$ cat src/rtl/periph_irq_pkg.sv
`default_nettype none
// ============================================================================
// Module   : periph_irq_pkg
// Purpose  : Shared register map, FSM state encoding and helpers for the
//            peripheral interrupt arbiter.
// Revision : 1.0
// ============================================================================
package periph_irq_pkg;

    localparam logic [31:0] REG_MASK    = 32'h0000_0000;
    localparam logic [31:0] REG_PENDING = 32'h0000_0004;
    localparam logic [31:0] REG_ACTIVE  = 32'h0000_0008;
    localparam logic [31:0] REG_MODE    = 32'h0000_000C;

    localparam logic [31:0] CAUSE_BASE_DEFAULT = 32'h8000_0010;

    // Grant index width covers the full legal source range (up to 16).
    localparam int ID_W = 4;

    typedef enum logic [1:0] {
        IDLE   = 2'd0,
        ACTIVE = 2'd1,
        RETURN = 2'd2
    } state_t;

    // Successor of a source index, wrapping back to 0 after the last source.
    function automatic logic [ID_W-1:0] wrap_inc(input logic [ID_W-1:0] v, input int n);
        if ({28'd0, v} >= 32'(n - 1)) begin
            return '0;
        end
        return v + 1'b1;
    endfunction

endpackage
`default_nettype wire

$ cat src/rtl/rr_priority_picker.sv
`default_nettype none
// ============================================================================
// Module   : rr_priority_picker
// Purpose  : Combinational picker; fixed (lowest index) or round-robin from ptr.
// Revision : 1.0
// ============================================================================
module rr_priority_picker
    import periph_irq_pkg::*;
#(
    parameter int N_SRC = 4
) (
    input  logic [N_SRC-1:0] req,
    input  logic [ID_W-1:0]  ptr,
    input  logic             mode,
    output logic             found,
    output logic [ID_W-1:0]  idx
);

    localparam logic [ID_W:0] N_EXT = N_SRC[ID_W:0];

    logic [ID_W-1:0]  start;
    logic [N_SRC-1:0] rotated;
    logic [ID_W-1:0]  offset;
    logic [ID_W:0]    sum;
    logic [ID_W:0]    diff;

    assign start = mode ? ptr : '0;

    // Rotating a doubled copy puts the search start at bit 0, so the lowest
    // set bit is the first requester at or after start.
    assign rotated = N_SRC'({req, req} >> start);

    always_comb begin
        found  = 1'b0;
        offset = '0;
        for (int i = N_SRC - 1; i >= 0; i--) begin
            if (rotated[i]) begin
                found  = 1'b1;
                offset = ID_W'(i);
            end
        end
    end

    assign sum  = {1'b0, start} + {1'b0, offset};
    assign diff = sum - N_EXT;
    assign idx  = (sum >= N_EXT) ? diff[ID_W-1:0] : sum[ID_W-1:0];

endmodule
`default_nettype wire

$ cat src/rtl/periph_irq_arbiter.sv
`default_nettype none
// ============================================================================
// Module   : periph_irq_arbiter
// Purpose  : Shares the core interrupt line among N_SRC peripheral sources with
//            a bus-mapped mask/mode/status register file.
// Revision : 1.0
// ============================================================================
module periph_irq_arbiter
    import periph_irq_pkg::*;
#(
    parameter int          N_SRC      = 4,
    parameter logic [31:0] CAUSE_BASE = CAUSE_BASE_DEFAULT
) (
    input  logic             clk_i,
    input  logic             rst_ni,
    input  logic [31:0]      addr_i,
    input  logic             req_i,
    input  logic             write_enable_i,
    input  logic [31:0]      write_data_i,
    output logic [31:0]      read_data_o,
    input  logic [N_SRC-1:0] irq_req_i,
    output logic [N_SRC-1:0] irq_ret_o,
    output logic             irq_o,
    output logic [31:0]      irq_cause_o,
    input  logic             mret_i
);

    state_t           state;
    state_t           state_nxt;
    logic [N_SRC-1:0] mask;
    logic             mode;
    logic [ID_W-1:0]  rr_ptr;
    logic [ID_W-1:0]  rr_ptr_nxt;
    logic [ID_W-1:0]  grant_id;
    logic [ID_W-1:0]  grant_id_nxt;
    logic             irq_nxt;
    logic [31:0]      cause_nxt;
    logic [N_SRC-1:0] ret_nxt;
    logic [N_SRC-1:0] grant_onehot;
    logic [N_SRC-1:0] cand;
    logic             found;
    logic [ID_W-1:0]  winner;
    logic             busy;
    logic             bus_wr;
    logic             bus_rd;
    logic [31:0]      rd_mux;
    logic             unused_wdata;

    assign cand   = irq_req_i & mask;
    assign busy   = (state != IDLE);
    assign bus_wr = req_i & write_enable_i;
    assign bus_rd = req_i & ~write_enable_i;

    assign unused_wdata = ^write_data_i;

    rr_priority_picker #(
        .N_SRC (N_SRC)
    ) u_picker (
        .req   (cand),
        .ptr   (rr_ptr),
        .mode  (mode),
        .found (found),
        .idx   (winner)
    );

    always_comb begin
        grant_onehot = '0;
        for (int i = 0; i < N_SRC; i++) begin
            grant_onehot[i] = (grant_id == ID_W'(i));
        end
    end

    always_ff @(posedge clk_i or negedge rst_ni) begin
        if (!rst_ni) begin
            state <= IDLE;
        end else begin
            state <= state_nxt;
        end
    end

    always_comb begin
        state_nxt    = state;
        irq_nxt      = irq_o;
        cause_nxt    = irq_cause_o;
        ret_nxt      = '0;
        grant_id_nxt = grant_id;
        rr_ptr_nxt   = rr_ptr;
        case (state)
            IDLE: begin
                if (found) begin
                    grant_id_nxt = winner;
                    irq_nxt      = 1'b1;
                    cause_nxt    = CAUSE_BASE | 32'(winner);
                    rr_ptr_nxt   = wrap_inc(winner, N_SRC);
                    state_nxt    = ACTIVE;
                end
            end
            // The core owns the grant: request drops or mask changes do not revoke it.
            ACTIVE: begin
                if (mret_i) begin
                    irq_nxt   = 1'b0;
                    cause_nxt = '0;
                    ret_nxt   = grant_onehot;
                    state_nxt = RETURN;
                end
            end
            RETURN: begin
                state_nxt = IDLE;
            end
            default: begin
                state_nxt = IDLE;
            end
        endcase
    end

    always_ff @(posedge clk_i or negedge rst_ni) begin
        if (!rst_ni) begin
            irq_o       <= 1'b0;
            irq_cause_o <= '0;
            irq_ret_o   <= '0;
            grant_id    <= '0;
            rr_ptr      <= '0;
        end else begin
            irq_o       <= irq_nxt;
            irq_cause_o <= cause_nxt;
            irq_ret_o   <= ret_nxt;
            grant_id    <= grant_id_nxt;
            rr_ptr      <= rr_ptr_nxt;
        end
    end

    always_comb begin
        rd_mux = '0;
        case (addr_i)
            REG_MASK:    rd_mux = 32'(mask);
            REG_PENDING: rd_mux = 32'(cand);
            REG_ACTIVE:  rd_mux = {busy, 27'd0, grant_id};
            REG_MODE:    rd_mux = {31'd0, mode};
            default:     rd_mux = '0;
        endcase
    end

    always_ff @(posedge clk_i or negedge rst_ni) begin
        if (!rst_ni) begin
            mask        <= '0;
            mode        <= 1'b0;
            read_data_o <= '0;
        end else begin
            if (bus_wr && addr_i == REG_MASK) begin
                mask <= write_data_i[N_SRC-1:0];
            end
            if (bus_wr && addr_i == REG_MODE) begin
                mode <= write_data_i[0];
            end
            if (bus_rd) begin
                read_data_o <= rd_mux;
            end
        end
    end

endmodule
`default_nettype wire

$ cat config.mk
export PLATFORM = sky130hd
export DESIGN_NAME = periph_irq_arbiter
export DESIGN_NICKNAME = d
export VERILOG_FILES = /design/src/rtl/periph_irq_pkg.sv /design/src/rtl/rr_priority_picker.sv /design/src/rtl/periph_irq_arbiter.sv
export SDC_FILE = /design/constraint.sdc
export NUM_CORES = 1
export LEC_CHECK = 0
export ABC_AREA = 1
export CELL_PAD_IN_SITES_DETAIL_PLACEMENT = 0
export CELL_PAD_IN_SITES_GLOBAL_PLACEMENT = 2
export CORE_UTILIZATION = 16
export CTS_BUF_LIST = sky130_fd_sc_hd__clkbuf_8
export DETAILED_ROUTE_END_ITERATION = 8
export GPL_ROUTABILITY_DRIVEN = 0
export PLACE_DENSITY = 0.78
export SKIP_LAST_GASP = 1
export SLEW_MARGIN = 10
export SYNTH_ARGS = -nofsm -noshare
export SYNTH_HDL_FRONTEND = slang
export SYNTH_SLANG_ARGS = --single-unit
$ cat constraint.sdc
create_clock -name clk_i -period 3 [get_ports clk_i]
set_input_delay 0.75 -clock clk_i [delete_from_list [all_inputs] [get_ports clk_i]]
set_output_delay 0.75 -clock clk_i [all_outputs]
set_load 0.01 [all_outputs]
After elaboration in Yosys (flattened, before gate mapping)
Index checks and enable logic that the tools add are counted.
{"block": "classes", "n_addsub": 3, "n_lt_le_gt_ge": 2, "n_eq_ne": 9, "shifts": 1, "n_mux": 27, "n_bitwise": 4, "n_reduce_logical": 10}
{"operator": "32-bit one-hot mux with 4 select lines", "count": 1}
{"operator": "32-bit by 4-bit == test with 1-bit output (second input constant)", "count": 2}
{"operator": "32-bit two-way mux", "count": 2}
{"operator": "32-bit one-hot mux with 2 select lines", "count": 1}
{"operator": "32-bit by 3-bit == test with 1-bit output (second input constant)", "count": 1}
{"operator": "32-bit logical NOT", "count": 1}
{"operator": "4-bit two-way mux", "count": 6}
{"operator": "2-bit two-way mux", "count": 6}
{"operator": "1-bit two-way mux", "count": 9}
{"operator": "4-bit by 2-bit == test with 1-bit output (second input constant)", "count": 2}
{"operator": "8-bit by 4-bit right shift with 4-bit output", "count": 1}
{"operator": "4-bit by 2-bit adder with 5-bit output", "count": 1}
{"operator": "5-bit by 3-bit >= comparator with 1-bit output (second input constant)", "count": 1}
{"operator": "4-bit by 1-bit adder with 4-bit output (second input constant)", "count": 1}
{"operator": "4-bit AND", "count": 1}
{"operator": "4-bit by 1-bit == test with 1-bit output (second input constant)", "count": 1}
{"operator": "4-bit by 2-bit >= comparator with 1-bit output (second input constant)", "count": 1}
{"operator": "4-bit logical NOT", "count": 1}
{"operator": "2-bit inequality test (second input constant)", "count": 2}
{"operator": "2-bit one-hot mux with 2 select lines", "count": 1}
{"operator": "2-bit AND reduction", "count": 2}
{"operator": "2-bit nonzero test", "count": 2}
{"operator": "4-bit by 3-bit subtractor with 4-bit output (second input constant)", "count": 1}
{"operator": "3-bit AND reduction", "count": 1}
{"operator": "6 further kinds", "count": 8}
{"block": "word_totals", "ff_bits": 84, "inputBits": 73, "output_inout_bits": 69, "elab_cells": 65}

Depth between registers and ports, before layout
Gate-level depths: netlist of run 1.
{"block": "logic_depth", "ltp_word": 14, "mapped_depth": 22, "ltp_nobuf": 22}

Hierarchy
From an unflattened synthesis of run 1, not the netlist that was laid out.
{"block": "unflattened", "hier_cells": 352, "area_unflattened_um2": 2348.5}
{"mod": "periph_irq_arbiter", "instances": 1, "cells_per_inst": 273, "area_each_um2": 1945.6}
{"mod": "rr_priority_picker", "instances": 1, "cells_per_inst": 79, "area_each_um2": 402.9}

Worst setup path before layout of run 1
Ideal clock, no wire load.
{"block": "synth_timing", "kind": "input to register", "startpoint": "in irq_req_i[1]", "endpoint": "reg grant_id[2]", "setup_ns": 0.127, "arrival_ns": 2.914, "required_ns": 2.873, "slack_ns": -0.041, "cell_stages": 18, "path_buffers": 0, "cell_sequence": "nand2_1 > nand2_1 > nand3_1 > nand3_1 > nand2_1 > nand2_1 > inv_1 > nor2_1 > inv_1 > fa_1 > inv_1 > xor2_1 > inv_1 > ha_1 > a221oi_1 > nand3_2 > nand3_1 > o21ai_0"}
{"block": "synth_via", "elab_chain_cells": 9, "word_cells_on_any_way": 15, "cone_classes": "add/sub: 2; order compare: 1; shift: 1; mux: 9; bitwise: 1; reduce/logical: 1"}
{"element": "start: declaration", "line_no": "periph_irq_arbiter.sv:21", "text": "input logic [N_SRC-1:0] irq_req_i,"}
{"element": "4-bit AND (*)", "line_no": "periph_irq_arbiter.sv:49", "text": "assign cand = irq_req_i & mask;"}
{"element": "8-bit by 4-bit right shift with 4-bit output (*)", "line_no": "rr_priority_picker.sv:31", "text": "assign rotated = N_SRC'({req, req} >> start);"}
{"element": "2-bit two-way mux (4 in a row)", "line_no": "rr_priority_picker.sv:37", "text": "if (rotated[i]) begin"}
{"element": "4-bit by 2-bit adder with 5-bit output", "line_no": "rr_priority_picker.sv:44", "text": "assign sum = {1'b0, start} + {1'b0, offset};"}
{"element": "4-bit by 3-bit subtractor with 4-bit output or 5-bit by 3-bit >= comparator with 1-bit output (tied branches)", "line_no": "rr_priority_picker.sv:45, rr_priority_picker.sv:46"}
{"element": "4-bit two-way mux", "line_no": "rr_priority_picker.sv:46", "text": "assign idx = (sum >= N_EXT) ? diff[ID_W-1:0] : sum[ID_W-1:0];"}
{"element": "end signal: assignment", "line_no": "periph_irq_arbiter.sv:127", "text": "grant_id <= grant_id_nxt;"}
{"element": "end: declaration", "line_no": "periph_irq_arbiter.sv:34", "text": "logic [ID_W-1:0] grant_id;"}
Mark *: on every way between the ends. The rest lies on a longest branch, timed or not.
A chain may end at the register's enable or synchronous reset.

Worst setup path in the final report of run 1
{"block": "layout_timing", "startpoint": "in irq_req_i[3]", "endpoint": "reg grant_id[2]"}
Same word-level chain as after synthesis.

==> results of run 1 <==
==> worst min path at each step <==
stage,endpoint,slack [ns],cells past startpoint
after CTS,irq_ret_o[2]$_DFF_PN0_,0.47,1
after global routing,irq_ret_o[0]$_DFF_PN0_,0.51,1
after global placement,irq_ret_o[0]$_DFF_PN0_,0.46,1
after floorplan,irq_ret_o[0]$_DFF_PN0_,0.43,1
after detailed placement,irq_ret_o[2]$_DFF_PN0_,0.45,1
final,irq_ret_o[2]$_DFF_PN0_,0.47,1
==> power breakdown <==
group          leakage, uW  total (uW)  switching, uW  internal, uW
Combinational      0.00119         130           65.0          65.2
Sequential        0.000387         399           3.19           396
Clock            0.0000626         416            149           267
==> sequential cells by signal (all words and copies together), names as in the netlist <==
register     flops
rr_ptr           4
irq_cause_o      5
read_data_o      5
state            2
grant_id         4
irq_ret_o        4
mask             4
mode             1
==> cell type report <==
type | count | area (um^2) | share of cell area
inverters | 32 | 128.9 | 0.03816
clock inverters | 2 | 33.78 | 0.01000
flip-flops and latches | 29 | 726.9 | 0.2153
well taps | 172 | 215.2 | 0.06373
repair buffers | 107 | 944.7 | 0.2797
multi-input cells | 219 | 1245 | 0.3687
clock buffers | 6 | 82.58 | 0.02445
==> metrics by stage <==
stage | cell area, um^2 | power (uW) | std cells | TNS, ns
after floorplan | 2331 | 505.4 | 336 | 0
after global routing | 3377 | 981.9 | 567 | -0.3945
final | 3377 | 944.9 | 567 | 0
after global placement | 2922 | 537.2 | 538 | -4.084
after detailed placement | 2922 | 538.1 | 538 | -4.095
after CTS | 3228 | 953.3 | 562 | 0
==> cell usage after synthesis <==
cell type  instances  area (um^2)
mux2_2             3        33.78
a211oi_1           1        7.510
nand2_2            3        18.77
fa_1               1        20.02
nor3b_1            1        7.510
nor4_1             8        50.05
o221ai_1           1        8.760
dfrtp_1           29        725.7
o31ai_1            1        7.510
a21oi_1            3        15.01
nor2_1            24        90.09
o21ai_2            1        8.760
nand4_1            6        37.54
a31oi_1            1        6.260
xor2_1             1        8.760
inv_1             30        112.6
ha_1               4        50.05
o21ai_0           16        80.08
and2_2             1        7.510
nand3_2            2        20.02
nand2_4            1        11.26
nand3_1           16        80.08
clkinv_2           2        10.01
nor3_1             5        25.02
nor2_2             1        6.260
buf_4             56        420.4
nand2_1           64        240.2
conb_1             1        3.750
a221oi_1           1        8.760
==> routing by layer <==
layer	global-route usage	up-vias
li1	-	1028
met1	0.1124	948
met2	0.1592	54
met3	0.01339	9
met4	0.03207	0
met5	0	-
==> kinds of logic after synthesis <==
kind of cell	after synthesis
AO/OA/AOI/OAI	25
other	1
buffers and inverters	88
XOR/XNOR	1
flip-flops	29
multiplexers	3
adder cells (fa/ha/maj)	5
AND/OR/NAND/NOR	132
==> what timing repair did <==
| item | in CTS | in global routing |
|---|---|---|
| pin swaps | 17 | 29 |
| setup endpoints to repair | 6 | 10 |
| gates resized for setup | 32 | 39 |
| buffers inserted | 16 | 5 |
==> run metrics, run 1 <==
placeable core region=12770 um^2; Worst R2R Setup Slack=0.09 ns; Initial Util=0.1661; total number of vias=2039; Hold/Removal Path Class=flop to flop; TritonCTS clock tree=built; arrival time of data at the critical path endpoint=3.07 ns; highest-count cells in the layout ignoring fill and taps=clkdlybuf4s50_1 (56), conb_1 (53), nand2_1 (44), buf_4 (44), dfrtp_1 (28); XOR/XNOR share of the synthesized area=0.004127; basic-gate share of the synthesized area counting and, or, nand and nor cells=0.2801; Slowest-stage cell, CP=fa_2; number of pins with negative max-slew slack in the final report=0; max cap viols=0; highest ir drop seen on vdd=144.0 uV; global-route wire length before repair=9.522 mm; final number of setup-violating endpoints=0; height of the die=117.2 um; aggregate global-route resource usage=0.09061; worst hold start=grant_id[0]$_DFFE_PN0P_; Lkg Pwr=0.001637 uW; share of the yosys chip area belonging to registers=0.3420; DR DRC count=0; count of nets after finishing=472; r2r startpoint=mode$_DFFE_PN0P_; average instance area after synthesis=7.472 um^2; largest net degree at the start of global routing=30; IO Pins=142; fraction of the mapped netlist area in compound gates=0.06722; vias in the first global route=2015; longest individual stage delay on the worst path=0.33 ns; critical path required time=3.15 ns; routed metal-1 wirelength=2.778 mm; clock skew after layout=0.01002 ns; highest routed layer=met4; length in cells of the worst reg-to-reg path=19; CP Cell Sequence=clkbuf_2 > nand2_2 > nand2_4 > nand3_2 > nand2_2 > nand2_2 > buf_6 > nand3_2 > nand2_2 > nand3_4 > fa_2 > inv_2 > xor2_2 > inv_2 > buf_6 > buf_4 > a221oi_2 > nand3_2 > nand3_2 > o21ai_1; final setup margin=0.07824 ns; startpoint type of the worst setup path=primary input; number of cells on the critical path=20; Max Root-Sink Buffers=2; Final Hold Viols=0; multiplexer share of the synthesized area=0.01592; area growth from synthesis to layout=59.14%; dominant combinational cell family by area after synthesis=simple AND/OR/NAND/NOR gates; number of design-rule violations left by the first detailed-router iteration=57; crit path kind=primary input to flop; critical path capture point=grant_id[2]$_DFFE_PN0P_; timing-limited maximum frequency=342.3 MHz; run status=finished clean; fin crit share=0.9739; Top delay family on crit path=simple AND/OR/NAND/NOR gates; per-cell routed wire length=10.84 um; power density over the cells=279.8 nW/um^2; setup repair after global routing missed its margin=true; Die ar.=13730 um^2; overall routed net length=6.149 mm; Setup crit end kind=flop; r2r endpoint=grant_id[2]$_DFFE_PN0P_; number of cell rows=41; average via count per standard cell=3.596; root buffer selected by CTS=clkbuf_8; distinct cell type count of the synthesized netlist=29; total grt overflow=0; Met2 Routed Length=3.066 mm; leading cell type in the layout, fill and taps excluded=clkdlybuf4s50_1; highest fanout seen on the critical path=3; worst setup timing slack at the placement stage=-0.7344 ns; number of nets with antenna violations after detailed routing=0; fraction of the mapped netlist area in adder cells=0.03302; clk sink count=29; Syn Inst Count=284; clock slew at the register clock pins of the worst setup and hold paths=0.07 ns; TritonCTS Buffers=5; total of buffers placed on input and output ports=60; number of antenna violations at the first check in global routing=0; worst slack on hold paths=0.4670 ns; source-to-sink clock delay at the later pin of the worst-skew pair=0.28 ns; share of the core filled with cells in the final layout=0.2644; met3 wire length=170 um; number of buffers inserted by hold repair at cts=0; number of buffers and inverters on the critical path=6; iteration count of the initial detailed-routing pass=4; launching element of the worst setup path=irq_req_i[3]; number of diodes added for antenna fixing=0; htree depth=2; number of register bits inferred by synthesis=29; Synth Cell Area=2122 um^2; number of synthesis warnings=0; share of post-route cells with drive strength above 1=0.2962; half-perimeter wire length after placement=4.634 mm; Period minus WS final=2.922 ns; Fillers=1398; Die Width=117.2 um
(Power assumes the default switching activity.)
==> run 2, diff against run 1 <==
--- a/config.mk
+++ b/config.mk
@@ -8,6 +8,7 @@
 export ABC_AREA = 1
 export CELL_PAD_IN_SITES_DETAIL_PLACEMENT = 0
 export CELL_PAD_IN_SITES_GLOBAL_PLACEMENT = 2
+export CORE_MARGIN = 2
 export CORE_UTILIZATION = 16
 export CTS_BUF_LIST = sky130_fd_sc_hd__clkbuf_8
 export DETAILED_ROUTE_END_ITERATION = 8
@@ -18,3 +19,4 @@
 export SYNTH_ARGS = -nofsm -noshare
 export SYNTH_HDL_FRONTEND = slang
 export SYNTH_SLANG_ARGS = --single-unit
+export TNS_END_PERCENT = 5
==> run metrics, run 2 (same netlist as run 1, synthesis figures left out) <==
Initial Util=0.1622 (-0.003955); number of diodes added for antenna fixing=0 (unchanged); Final Instance Count excl. Fillers=561 (-1.1%); cell mode on critical path=nand3_2; worst slack on hold paths=0.4741 ns (+0.007185 ns); total cell area at the placement stage=2919 um^2 (about the same); area growth from synthesis to layout=53.01%; final number of setup-violating endpoints=0 (unchanged); switching share of total power=0.2411 (+0.01164); max cap viols=0 (unchanged); global-route wire length before repair=9.252 mm (-2.8%); startpoint type of the worst setup path=flop; number of pins with negative max-slew slack in the final report=0 (unchanged); TritonCTS clock tree=built; half-perimeter wire length after placement=4.587 mm (-1.0%); number of design-rule violations left by the first detailed-router iteration=62 (+8.8%); proportion of power drawn by flip-flops and latches=0.453 (+0.031); timing-limited maximum frequency=348.2 MHz (+1.7%); number of antenna violations at the first check in global routing=0 (unchanged); aggregate global-route resource usage=0.08045 (-0.01016); slew at the pin closest to its max-slew limit=0.7056 ns; number of cell rows=42 (+2.4%); placeable core region=13090 um^2 (+2.4%); Setup crit end kind=flop; overall routed net length=5.887 mm (-4.3%); share of the core filled with cells in the final layout=0.2481 (-0.01624); Die ar.=14200 um^2 (+3.4%); power density over the cells=271.1 nW/um^2 (-3.1%); Lkg Pwr=0.001588 uW (-3.0%); root buffer selected by CTS=clkbuf_8; placed insts=541 (+0.56%); share of power burned in the clock network=0.399 (-0.041); total number of vias=1996 (-2.1%); per-cell routed wire length=10.49 um (-3.2%); Max Root-Sink Buffers=2 (unchanged); vias in the first global route=1970 (-2.2%); share of post-route cells with drive strength above 1=0.2571 (-0.03906); leading cell type in the layout, fill and taps excluded=clkdlybuf4s50_1; CP Cell Sequence=nand2_4 > buf_6 > nand3_4 > a21oi_4 > buf_4 > nand3_2 > nand2_2 > nand3_2 > fa_2 > inv_2 > xor2_2 > inv_2 > ha_4 > a221oi_4 > nand3_2 > nand3_2 > o21ai_1; Top delay family on crit path=simple AND/OR/NAND/NOR gates; critical path required time=3.13 ns (-0.02 ns); setup repair after global routing missed its margin=true; source-to-sink clock delay at the later pin of the worst-skew pair=0.27 ns (about the same); Die Width=119.2 um (+1.7%); Period minus WS final=2.872 ns (-0.04993 ns); height of the die=119.2 um (+1.7%); average via count per standard cell=3.558 (-1.1%); Final Hold Viols=0 (unchanged); fin crit share=0.9573 (-0.01664); total of buffers placed on input and output ports=60 (unchanged); highest fanout seen on the critical path=7 (+4); number of nets with antenna violations after detailed routing=0 (unchanged); count of nets after finishing=462 (-2.1%); arrival time of data at the critical path endpoint=3.00 ns (-0.07 ns); run status=finished clean; highest-count cells in the layout ignoring fill and taps=clkdlybuf4s50_1 (56), conb_1 (53), nand2_1 (48), buf_4 (36), dfrtp_1 (28); largest net degree at the start of global routing=30 (unchanged); iteration count of the initial detailed-routing pass=4 (unchanged); Hold/Removal Path Class=flop to flop; relative max-transition margin=0.5278; clock skew after layout=0.001315 ns (-0.008702 ns); TritonCTS Buffers=5 (unchanged); DR DRC count=0 (unchanged); Slowest-stage cell, CP=dfrtp_2; largest registers ranked by flip-flop count=irq_cause_o: 5 flops, read_data_o: 5 flops; final instance area=3247 um^2 (-3.9%); total grt overflow=0 (unchanged); IO Pins=142 (unchanged); crit path kind=flop to flop; htree depth=2 (unchanged); sum of negative setup slack=0 ns (unchanged); number of buffers and inverters on the critical path=4 (-2); clock slew at the register clock pins of the worst setup and hold paths=0.06 ns (about the same); highest ir drop seen on vdd=114.6 uV (-20%); switching component of the power=212.2 uW (-2.1%); cell-internal power=668.0 uW (-8.3%); clk sink count=29 (unchanged); Gate power share=0.147 (+0.009); longest individual stage delay on the worst path=0.46 ns (+0.13 ns)
-- run 2: changes by cell type in the layout (fill, tap and decap cells not counted), sizes merged --
cell	previous run	this run
buf	47	39
bufinv	1	0
clkbuf	10	9
clkinv	1	2
inv	32	31
-- run 2: final cells by class --
cell class                      count  area (um^2)
Inverter                           32        123.9
Multi-Input combinational cell    219         1212
Clock buffer                        7        96.34
Fill cell                        1444         9838
Tap cell                          176        220.2
Sequential cell                    29        726.9
Timing Repair Buffer               97        862.1
Clock inverter                      1        5.005
-- run 2: worst paths after layout --
path,to,slack (ns),from,cells after the start
setup / recovery,grant_id[3]$_DFFE_PN0P_,0.13,mode$_DFFE_PN0P_,17
hold / removal,irq_ret_o[0]$_DFF_PN0_,0.47,grant_id[0]$_DFFE_PN0P_,1
setup reg to reg,grant_id[3]$_DFFE_PN0P_,0.13,mode$_DFFE_PN0P_,17
hold reg to reg,irq_ret_o[0]$_DFF_PN0_,0.47,grant_id[0]$_DFFE_PN0P_,1
max in group asynchronous,mode$_DFFE_PN0P_,1.83,rst_ni,2
min in group asynchronous,irq_cause_o[2]$_DFFE_PN0P_,0.87,rst_ni,2
-- run 2: repair_timing --
item	4_1_cts	5_1_grt
gates resized for setup	34	26
buffers inserted	5	7
cloned	0	0
setup endpoints to repair	6	6
hold buffers	0	0
pin swaps	20	23
-- run 2: worst reg2reg max path: cells and delay by family, from the launching register on --
family                   cells  cell delay [ns]
XOR/XNOR                     1             0.16
adder cells (fa/ha/maj)      2             0.51
AO/OA/AOI/OAI                3             0.47
buffers and inverters        4             0.40
AND/OR/NAND/NOR              7             0.72
flip-flops                   1             0.46
-- run 2: stage by stage --
step	worst slack [ns]	power, uW
2_1_floorplan	0.01839	505.4
3_3_place_gp	-0.7514	536.8
3_5_place_dp	-0.7837	538.0
4_1_cts	0.003937	892.2
5_1_grt	-0.05362	916.4
6_report	0.1282	880.2
-- run 2: power by group through the flow --
stage | clock network [uW] | logic, uW | registers (uW)
detailed placement | 0 | 132 | 406
global placement | 0 | 130 | 406
floorplan | 0 | 97.3 | 408
CTS | 362 | 131 | 399
global route | 374 | 143 | 399
finish | 351 | 130 | 399
-- run 2: routing by layer --
layer  up-vias  track usage  part of all wire
met5         -            0                 0
met4         0      0.03051             0.020
met2        55       0.1444              0.53
met3        10      0.01389             0.032
met1       921      0.09521              0.42
li1       1010            -                 -
==> run 3, diff against run 2 <==
--- a/config.mk
+++ b/config.mk
@@ -15,7 +15,6 @@
 export GPL_ROUTABILITY_DRIVEN = 0
 export PLACE_DENSITY = 0.78
 export SKIP_LAST_GASP = 1
-export SLEW_MARGIN = 10
 export SYNTH_ARGS = -nofsm -noshare
 export SYNTH_HDL_FRONTEND = slang
 export SYNTH_SLANG_ARGS = --single-unit
==> results of run 3 <==
Same layout as run 2: the final DEF is identical, and so are final timing and power.
